--- config.mk ---
export PLATFORM = sky130hd
export DESIGN_NAME = cook_cmd_sequencer
export DESIGN_NICKNAME = d
export VERILOG_FILES = /design/src/rtl/cook_pkg.sv /design/src/rtl/bcd_entry_buf.sv /design/src/rtl/cook_cmd_sequencer.sv
export SDC_FILE = /design/constraint.sdc
export NUM_CORES = 1
export LEC_CHECK = 0
export ABC_AREA = 1
export BUFFER_PORTS_ARGS = -buffer_cell sky130_fd_sc_hd__buf_2
export CAP_MARGIN = 20
export CORE_ASPECT_RATIO = 0.9
export CORE_MARGIN = 1
export CORE_UTILIZATION = 55
export CTS_CLUSTER_DIAMETER = 60
export DETAILED_ROUTE_END_ITERATION = 8
export PLACE_DENSITY = 0.85
export RECOVER_POWER = 100
export SETUP_SLACK_MARGIN = 0.5
export SLEW_MARGIN = 10
export SYNTH_ARGS = -nofsm -noshare
export SYNTH_HDL_FRONTEND = slang
export SYNTH_SLANG_ARGS = --single-unit
--- constraint.sdc ---
create_clock -name sys_clk -period 2.25 [get_ports sys_clk]
set_input_delay 0.1125 -clock sys_clk [delete_from_list [all_inputs] [get_ports sys_clk]]
set_output_delay 0.1125 -clock sys_clk [all_outputs]
set_load 0.03 [all_outputs]
--- src/rtl/cook_pkg.sv ---
// cook_pkg: shared state encoding, key codes and limits for the cook command sequencer.
package cook_pkg;
   typedef enum logic [2:0] {ST_IDLE, ST_ENTRY, ST_COOK, ST_PAUSE, ST_DONE} state_e;
   localparam logic [7:0] KEY_SPACE  = 8'h20;
   localparam logic [7:0] KEY_PAUSE  = 8'h70;
   localparam logic [7:0] KEY_CANCEL = 8'h63;
   localparam logic [7:0] KEY_DIGIT0 = 8'h30;
   localparam logic [7:0] KEY_DIGIT9 = 8'h39;
   localparam logic [5:0] MAX_MIN    = 6'd59;
   localparam logic [5:0] MAX_SEC    = 6'd59;
   function automatic logic [5:0] bcd_sat(input logic [3:0] hi, input logic [3:0] lo, input logic [5:0] lim);
      logic [6:0] v;
      v = 7'(hi) * 7'd10 + 7'(lo);
      return (v > 7'(lim)) ? lim : v[5:0];
   endfunction
endpackage

--- src/rtl/bcd_entry_buf.sv ---
// bcd_entry_buf: 4-digit MM:SS BCD shift register with clear, empty flag and saturating binary view.
module bcd_entry_buf
   import cook_pkg::*;
(
   input  logic       clk,
   input  logic       rst_n,
   input  logic       shift_i,
   input  logic       clr_i,
   input  logic [3:0] digit_i,
   output logic       empty_o,
   output logic [5:0] min_o,
   output logic [5:0] sec_o
);
   logic [15:0] dig_q, dig_d;
   always_comb dig_d = clr_i ? '0 : shift_i ? {dig_q[11:0], digit_i} : dig_q;
   always_ff @(posedge clk or negedge rst_n)
      if (!rst_n) dig_q <= '0;
      else        dig_q <= dig_d;
   assign empty_o = dig_q == '0;
   assign min_o   = bcd_sat(dig_q[15:12], dig_q[11:8], MAX_MIN);
   assign sec_o   = bcd_sat(dig_q[7:4], dig_q[3:0], MAX_SEC);
endmodule

--- src/rtl/cook_cmd_sequencer.sv ---
// cook_cmd_sequencer: keyboard/button command FSM driving the cook timer (IDLE/ENTRY/COOK/PAUSE/DONE).
// Define ENTRY_TIMEOUT_EN to discard a partial entry after TIMEOUT_CYCLES silent cycles.
module cook_cmd_sequencer
   import cook_pkg::*;
#(
   parameter int DONE_CYCLES    = 100_000_000,
   parameter int QUICK_SEC      = 30,
   parameter int TIMEOUT_CYCLES = 500_000_000
) (
   input  logic       sys_clk,
   input  logic       sys_rst_n,
   input  logic [7:0] rx_byte,
   input  logic       rx_valid,
   input  logic       btn_start,
   input  logic       timer_end,
   output logic [5:0] load_minutes,
   output logic [5:0] load_seconds,
   output logic       load_stb,
   output logic       start,
   output logic       idle,
   output logic       paused,
   output logic       done
);
   localparam int DW = $clog2(DONE_CYCLES);
   state_e        state_q, state_d;
   logic [DW-1:0] dcnt_q, dcnt_d;
   logic [5:0]    lmin_q, lmin_d, lsec_q, lsec_d;
   logic          stb_q, stb_d;
   logic          shift, clr, empty, tmo_fire;
   logic [5:0]    emin, esec;
   logic          is_digit, is_start, is_pause, is_cancel;
   assign is_digit  = rx_valid && rx_byte >= KEY_DIGIT0 && rx_byte <= KEY_DIGIT9;
   assign is_start  = btn_start || (rx_valid && rx_byte == KEY_SPACE);
   assign is_pause  = rx_valid && rx_byte == KEY_PAUSE;
   assign is_cancel = rx_valid && rx_byte == KEY_CANCEL;
   bcd_entry_buf u_buf (
      .clk     (sys_clk),
      .rst_n   (sys_rst_n),
      .shift_i (shift),
      .clr_i   (clr),
      .digit_i (rx_byte[3:0]),
      .empty_o (empty),
      .min_o   (emin),
      .sec_o   (esec)
   );
`ifdef ENTRY_TIMEOUT_EN
   localparam int TW = $clog2(TIMEOUT_CYCLES);
   logic [TW-1:0] tcnt_q, tcnt_d;
   always_comb tcnt_d = (state_q != ST_ENTRY || rx_valid) ? '0 : tcnt_q + 1'b1;
   assign tmo_fire = state_q == ST_ENTRY && !rx_valid && tcnt_q == TW'(TIMEOUT_CYCLES - 1);
   always_ff @(posedge sys_clk or negedge sys_rst_n)
      if (!sys_rst_n) tcnt_q <= '0;
      else            tcnt_q <= tcnt_d;
`else
   // no timeout counter in this build; the term only keeps the parameter referenced
   assign tmo_fire = 1'b0 && (TIMEOUT_CYCLES > 0);
`endif
   always_comb begin
      state_d = state_q;
      dcnt_d  = '0;
      lmin_d  = lmin_q;
      lsec_d  = lsec_q;
      stb_d   = 1'b0;
      shift   = 1'b0;
      clr     = 1'b0;
      if (is_cancel) begin
         state_d = ST_IDLE;
         clr     = 1'b1;
         lmin_d  = '0;
         lsec_d  = '0;
      end else begin
         case (state_q)
            ST_IDLE, ST_ENTRY:
               if (is_start) begin
                  state_d = ST_COOK;
                  clr     = 1'b1;
                  stb_d   = 1'b1;
                  lmin_d  = empty ? '0 : emin;
                  lsec_d  = empty ? 6'(QUICK_SEC) : esec;
               end else if (is_digit) begin
                  state_d = ST_ENTRY;
                  shift   = 1'b1;
               end else if (tmo_fire) begin
                  state_d = ST_IDLE;
                  clr     = 1'b1;
               end
            // a same-cycle timer_end beats pause
            ST_COOK:  state_d = timer_end ? ST_DONE : is_pause ? ST_PAUSE : ST_COOK;
            ST_PAUSE: state_d = is_start ? ST_COOK : ST_PAUSE;
            ST_DONE:
               if (dcnt_q == DW'(DONE_CYCLES - 1)) state_d = ST_IDLE;
               else dcnt_d = dcnt_q + 1'b1;
            default:  state_d = ST_IDLE;
         endcase
      end
   end
   always_ff @(posedge sys_clk or negedge sys_rst_n)
      if (!sys_rst_n) begin
         state_q <= ST_IDLE;
         dcnt_q  <= '0;
         lmin_q  <= '0;
         lsec_q  <= '0;
         stb_q   <= 1'b0;
      end else begin
         state_q <= state_d;
         dcnt_q  <= dcnt_d;
         lmin_q  <= lmin_d;
         lsec_q  <= lsec_d;
         stb_q   <= stb_d;
      end
   assign load_minutes = lmin_q;
   assign load_seconds = lsec_q;
   assign load_stb     = stb_q;
   assign start        = state_q == ST_COOK;
   assign idle         = state_q == ST_IDLE || state_q == ST_ENTRY;
   assign paused       = state_q == ST_PAUSE;
   assign done         = state_q == ST_DONE;
endmodule

* Word level (Yosys, flattened, before mapping) *
Index checks and enable logic that the tools add are counted.

operators by class
  shift operators = 0
  $mul = 2
  equal/unequal tests = 10
  mux-type cells = 31
  bitwise logic cells = 0
  add/sub/neg operators = 3
  $lt $le $gt $ge = 4
  divide/modulo/power cells = 0
  reduce and logical (&&, ||, !) cells = 15

operators with widths
  kind                     count
  $mux W27                 3
  $mux W6                  10
  $mux W16                 2
  $add A27 B1 Y27 const B  1
  $eq A27 B27 Y1 const B   1
  $eq A8 B7 Y1 const B     2
  $logic_not A16 Y1        1
  $mux W3                  5
  $add A7 B4 Y7            2
  $gt A7 B6 Y1 const B     2
  $mul A4 B3 Y6 const B    2
  $pmux W3 S4              1
  $mux W1                  10
  $eq A8 B6 Y1 const B     1
  $ge A8 B6 Y1 const B     1
  $le A8 B6 Y1 const B     1
  $eq A3 B2 Y1 const B     2
  $reduce_bool A2 Y1       3
  $logic_and A1 B1 Y1      5
  $ne A4 B4 Y1 const B     1
  $reduce_and A2 Y1        2
  $eq A3 B1 Y1 const B     1
  $eq A3 B3 Y1 const B     1
  $logic_not A3 Y1         1
  other kinds (3)          4

storage, ports and cells
  input bits = 13
  memories kept = 0
  RAM bits = 0
  bits in latches = 0
  logic and storage cells = 71
  bits in registers = 59
  memory bits (read-only) = 0

* Longest topological paths before layout *
  word-level depth = 9
  depth in mapped cells = 13
  mapped depth without buffers = 13

* Cells and area by module *
From an unflattened synthesis, not the netlist that was laid out.

unflattened totals
  cells, all modules = 509
  area total of the unflattened synthesis = 3709.8 µm²

by module, submodules not included
  module              times used  area each (µm²)  seq. area each (µm²)  cells an instance
  cook_cmd_sequencer  1           2451.1           1076.0                341
  bcd_entry_buf       1           1258.7           400.4                 168

* Worst setup path before layout *
Ideal clock, no wire load.

  path kind = register to register
  start point = register u_buf.dig_q[13]
  end point = register lmin_q[0] (netlist: load_minutes[0])
  cell stages (with the launch flop) = 13
  clock period less this slack = 2.113 ns
  setup slack = 0.137 ns
  library setup time = 0.117 ns
  arrival time = 1.995 ns
  required time = 2.133 ns
  cells stage by stage = dfrtp_1 -> ha_1 -> ha_1 -> inv_1 -> fa_1 -> nor2_1 -> o21ai_0 -> nand3_1 -> nand2_1 -> inv_1 -> nand3_1 -> nand2_1 -> nand2_1

between the ends
  longest elaborated chain between the ends = 8

RTL lines
  what                    RTL line                   RTL
  start, declared         bcd_entry_buf.sv:14        logic [15:0] dig_q, dig_d;
  start signal, assigned  bcd_entry_buf.sv:18        else dig_q <= dig_d;
  $mul A4 B3 Y6           cook_pkg.sv:13             v = 7'(hi) * 7'd10 + 7'(lo);
  $add A7 B4 Y7           cook_pkg.sv:13
  $gt A7 B6 Y1            cook_pkg.sv:14             return (v > 7'(lim)) ? lim : v[5:0];
  $mux W6                 cook_pkg.sv:14
  $mux W6 (*)             cook_cmd_sequencer.sv:78   lmin_d = empty ? '0 : emin;
  $mux W6 (*)             cook_cmd_sequencer.sv:74   if (is_start) begin
  $mux W6 (*)             cook_cmd_sequencer.sv:72   case (state_q)
  $mux W6 (*)             cook_cmd_sequencer.sv:66   if (is_cancel) begin
  end signal, assigned    cook_cmd_sequencer.sv:107  lmin_q <= lmin_d;
  end, declared           cook_cmd_sequencer.sv:27   logic [5:0] lmin_q, lmin_d, lsec_q, lsec_d;

Every way passes the cells marked *; elsewhere a longest branch is shown, timed or not. The select of a mux whose other input is x is not followed.
A chain may end at the register's enable or synchronous reset.

* Final worst setup path *
  start point = register u_buf.dig_q[7]
  end point = register lsec_q[1] (netlist: load_seconds[1])

between the ends
  longest elaborated chain between the ends = 8

RTL lines
  what                  RTL line                   RTL
  $mul A4 B3 Y6         cook_pkg.sv:13
  $add A7 B4 Y7         cook_pkg.sv:13
  $gt A7 B6 Y1          cook_pkg.sv:14
  $mux W6               cook_pkg.sv:14
  $mux W6 (*)           cook_cmd_sequencer.sv:79   lsec_d = empty ? 6'(QUICK_SEC) : esec;
  $mux W6 (*)           cook_cmd_sequencer.sv:74
  $mux W6 (*)           cook_cmd_sequencer.sv:72
  $mux W6 (*)           cook_cmd_sequencer.sv:66
  end signal, assigned  cook_cmd_sequencer.sv:108  lsec_q <= lsec_d;
  end, declared         cook_cmd_sequencer.sv:27

Marks and branches as above.

==> summary.md <==
| Metric | Value |
|---|---|
| Nets | roughly 590 |
| Flop pwr share | 0.319 |
| Slew Viols, Final | 27 |
| Critical path class | register to register |
| Vias in the first global route | ~3,300 |
| Slowest cell on crit path | fa_2 |
| HPWL after DPL | between 6000 and 7000 µm |
| Critical path's most frequent cell | nand2_1 |
| Num CTS Buffers | 9 |
| WP data arrival | 2.38 ns |
| DIE AREA | ~7300 µm² |
| Post-Syn Area | ~3800 µm² |
| Pint | ~2.6 mW |
| DRC | 0 |
| Slack of the worst reg-to-reg path | between 0.09 and 0.1 ns |
| Hold WC Path Type | input pin to register |
| Sink Count | 59 |
| Die height | between 80 and 90 µm |
| Number of synthesized register bits | 59 |
| Top-Level Pins | 30 |
| Fraction of layout cells with a size suffix above 1 | 0.152 |
| Worst path max stage delay | between 0.5 and 0.6 ns |
| Max layer used | met4 |
| Critical Path Start Type | register |
| Status | complete, but fails checks |
| Net Switching | ~2.2 mW |
| Bufs and invs on worst path | 1 |
| Largest net degree at the start of global routing | 34 |
| Crit path required time | 2.47 ns |
| Hold Slack | between 0.03 and 0.04 ns |
| Die span in x | between 80 and 90 µm |
| Synth Instances | about 520 |
| Register area share after synthesis | 0.388 |
| Slew @ Worst Pin | roughly 1.6 ns |
| Max Fclk | ~460 MHz |
| Yosys Warn Count | 0 |
| Met2 WL | between 4000 and 5000 µm |
| Clk root buf | clkbuf_8 |
| Top delay family on crit path | adder cells |
| Router iterations before antenna repair | 7 |
| Crit-path max FO | 4 |
| Worst VDD drop | roughly 700 µV |
| CTS max path bufs | 2 |
| Yosys top cell by area | dfrtp_1 |
| Global-route wire length before repair | roughly 15,000 µm |
| Final Hold Viols | 0 |
| IO Port Bufs | 29 |
| 1st-iter DRT viols | ~310 |
| Mapped Nets | approximately 550 |
| Share of the synthesized area in the top cell type | 0.388 |
| M1 wire length | between 3000 and 4000 µm |
| # rows | 28 |
| Starting Density | 0.575 |
| Mean Syn Cell Area | around 7.3 µm² |
| Fin crit period | around 2.2 ns |
| PD cells | ~1100 nW/µm² |
| Failing checks | capacitance limit, slew limit |
| Cell chain of the critical path | ha_1 -> ha_2 -> inv_2 -> fa_2 -> nand3_2 -> nand2_2 -> nor2_1 -> nand2_1 -> nand2_4 -> o21ai_2 -> nand2_1 |
| Clock latency on the worst-skew pair | around 0.34 ns |
| Vias post-DR | between 3,000 and 4,000 |
| Wirelength, routed | between 8000 and 9000 µm |
| Number of diodes | 0 |
| Met3 routed WL | about 580 µm |
| Comb power frac | 0.500 |
| Clock share of power | 0.181 |
| Worst Setup End Kind | register |
| GRT Resource Usage Total | 0.260 |
| Cell variety after synth | 31 |
| Initial antenna violation count | 0 |
| Max-slew headroom | -0.0714 |
| Leakage power | approximately 2.1 nW |
| Area Growth Syn to Fin | 13.8% |
| Switching Share | 0.458 |
| Post-route setup TNS | 0 ns |
| Total of max-cap violations | 1 |
| Final ANT Viol Nets | 0 |
| Gpl congestion | around 0.9 |
| GRT overflow | 0 |
| Final setup vio count | 0 |
| Area contributors post-synth | dfrtp_1, nand2_1, nand3_1 |
| Total Power | approximately 4.9 mW |
| Period utilization | 0.960 |
| Via density per instance | approximately 5.4 |
| RSZ-0062 raised after global routing | yes |
| CTS tree | done |
| H-tree depth | 3 |
| CTS clk-pin slew, worst paths | about 0.07 ns |
| Final Skew | between 0.007 and 0.008 ns |
| Core ar. | around 6600 µm² |
| Detailed-route wire length per cell | between 10 and 15 µm |
-- cells in the final DEF (no fill, tap or decap), types with 9 or more instances in the layout --
cell type / netlist / routed
a21oi_1: 9 / 9
buf_2: 5 / 11
buf_4: 0 / 13
clkbuf_1: 1 / 19
clkbuf_8: 0 / 11
dfrtp_1: 59 / 58
ha_1: 13 / 11
inv_1: 64 / 61
nand2_1: 112 / 108
nand2_2: 7 / 10
nand3_1: 72 / 69
nand4_1: 9 / 9
nor2_1: 79 / 76
nor3_1: 10 / 10
o21ai_0: 12 / 17
o21ai_1: 16 / 9
xor2_1: 13 / 12
-- path summary, 6_finish.rpt --
| check | start | cells past startpoint | to |
|---|---|---|---|
| min | timer_end | 3 | state_q[2] |
| max | u_buf.dig_q[7] | 11 | load_seconds[1] |
| min in group asynchronous | sys_rst_n | 2 | load_minutes[4] |
| max in group asynchronous | sys_rst_n | 2 | dcnt_q[22] |
| min reg2reg | dcnt_q[25] | 1 | dcnt_q[25] |
| max reg2reg | u_buf.dig_q[7] | 11 | load_seconds[1] |
-- registers in the layout, indices dropped and copies added (netlist names) --
name,count
dcnt_q,27
load_seconds,6
load_stb,1
u_buf.dig_q,16
load_minutes,6
state_q,3
-- layer usage --
layer | track usage | vias up
met5 | 0 | -
met4 | 0.0672 | 0
met3 | 0.0599 | 8
met2 | 0.455 | 130
met1 | 0.328 | 1666
li1 | - | 1745
-- worst min-delay path, stage by stage --
cell	delay, ns
buf_2	0.09
nand3_1	0.07
nand2_1	0.06
-- per-stage QoR --
stage	utilization	setup slack [ns]	cells	instance area (µm²)
4_1_cts	0.646	0.136	652	4280
5_1_grt	0.655	-0.00473	657	4330
6_report	0.655	0.0909	657	4330
3_3_place_gp	0.614	0.157	634	4060
3_5_place_dp	0.614	0.0615	634	4060
2_1_floorplan	-	0.203	519	3810
-- cells by family (layout without fill, tap and decap cells) --
logic type	count (synthesis)	in the layout	share of synthesized area
AOI/OAI and AO/OA	39	39	0.0552
xor gates and xnor gates	17	17	0.0391
adders and majority gates	17	17	0.0638
buffers and inverters	77	125	0.0854
DFF	59	59	0.388
and+or+nand+nor	310	310	0.369
-- layout make-up --
class	instances	area, µm²
Timing Repair Buffer	44	250
Inverter	65	246
Sequential cell	59	1480
Tap cell	90	113
Fill cell	556	2290
Clock inverter	4	25.0
Clock buffer	12	155
Multi-Input combinational cell	383	2070
-- power groups by stage --
stage / clock, mW / sequential, mW / combinational [mW]
floorplan: 0 / 1.73 / 1.54
global placement: 0 / 1.56 / 2.17
detailed placement: 0 / 1.57 / 2.25
CTS: 0.893 / 1.55 / 2.33
global route: 0.943 / 1.59 / 2.73
finish: 0.881 / 1.56 / 2.43
-- Yosys cell counts (all sizes together) --
master and n:
a21oi 11, and3 1, buf 11, clkbuf 1, clkinv 1, dfrtp 59, fa 4, ha 13
inv 64, nand2 120, nand3 77, nand3b 2, nand4 9, nor2 86, nor3 11, o21ai 28
or2 4, xnor2 4, xor2 13
-- repair_timing --
action,4_1_cts,5_1_grt
endpoints found under the setup margin,12,37
pin swaps,12,12
gates resized for setup,6,23
endpoints found under the hold margin,26,0
setup buffers,1,5
hold buffers,1,0
No activity file was read; power rests on OpenSTA's default activity.
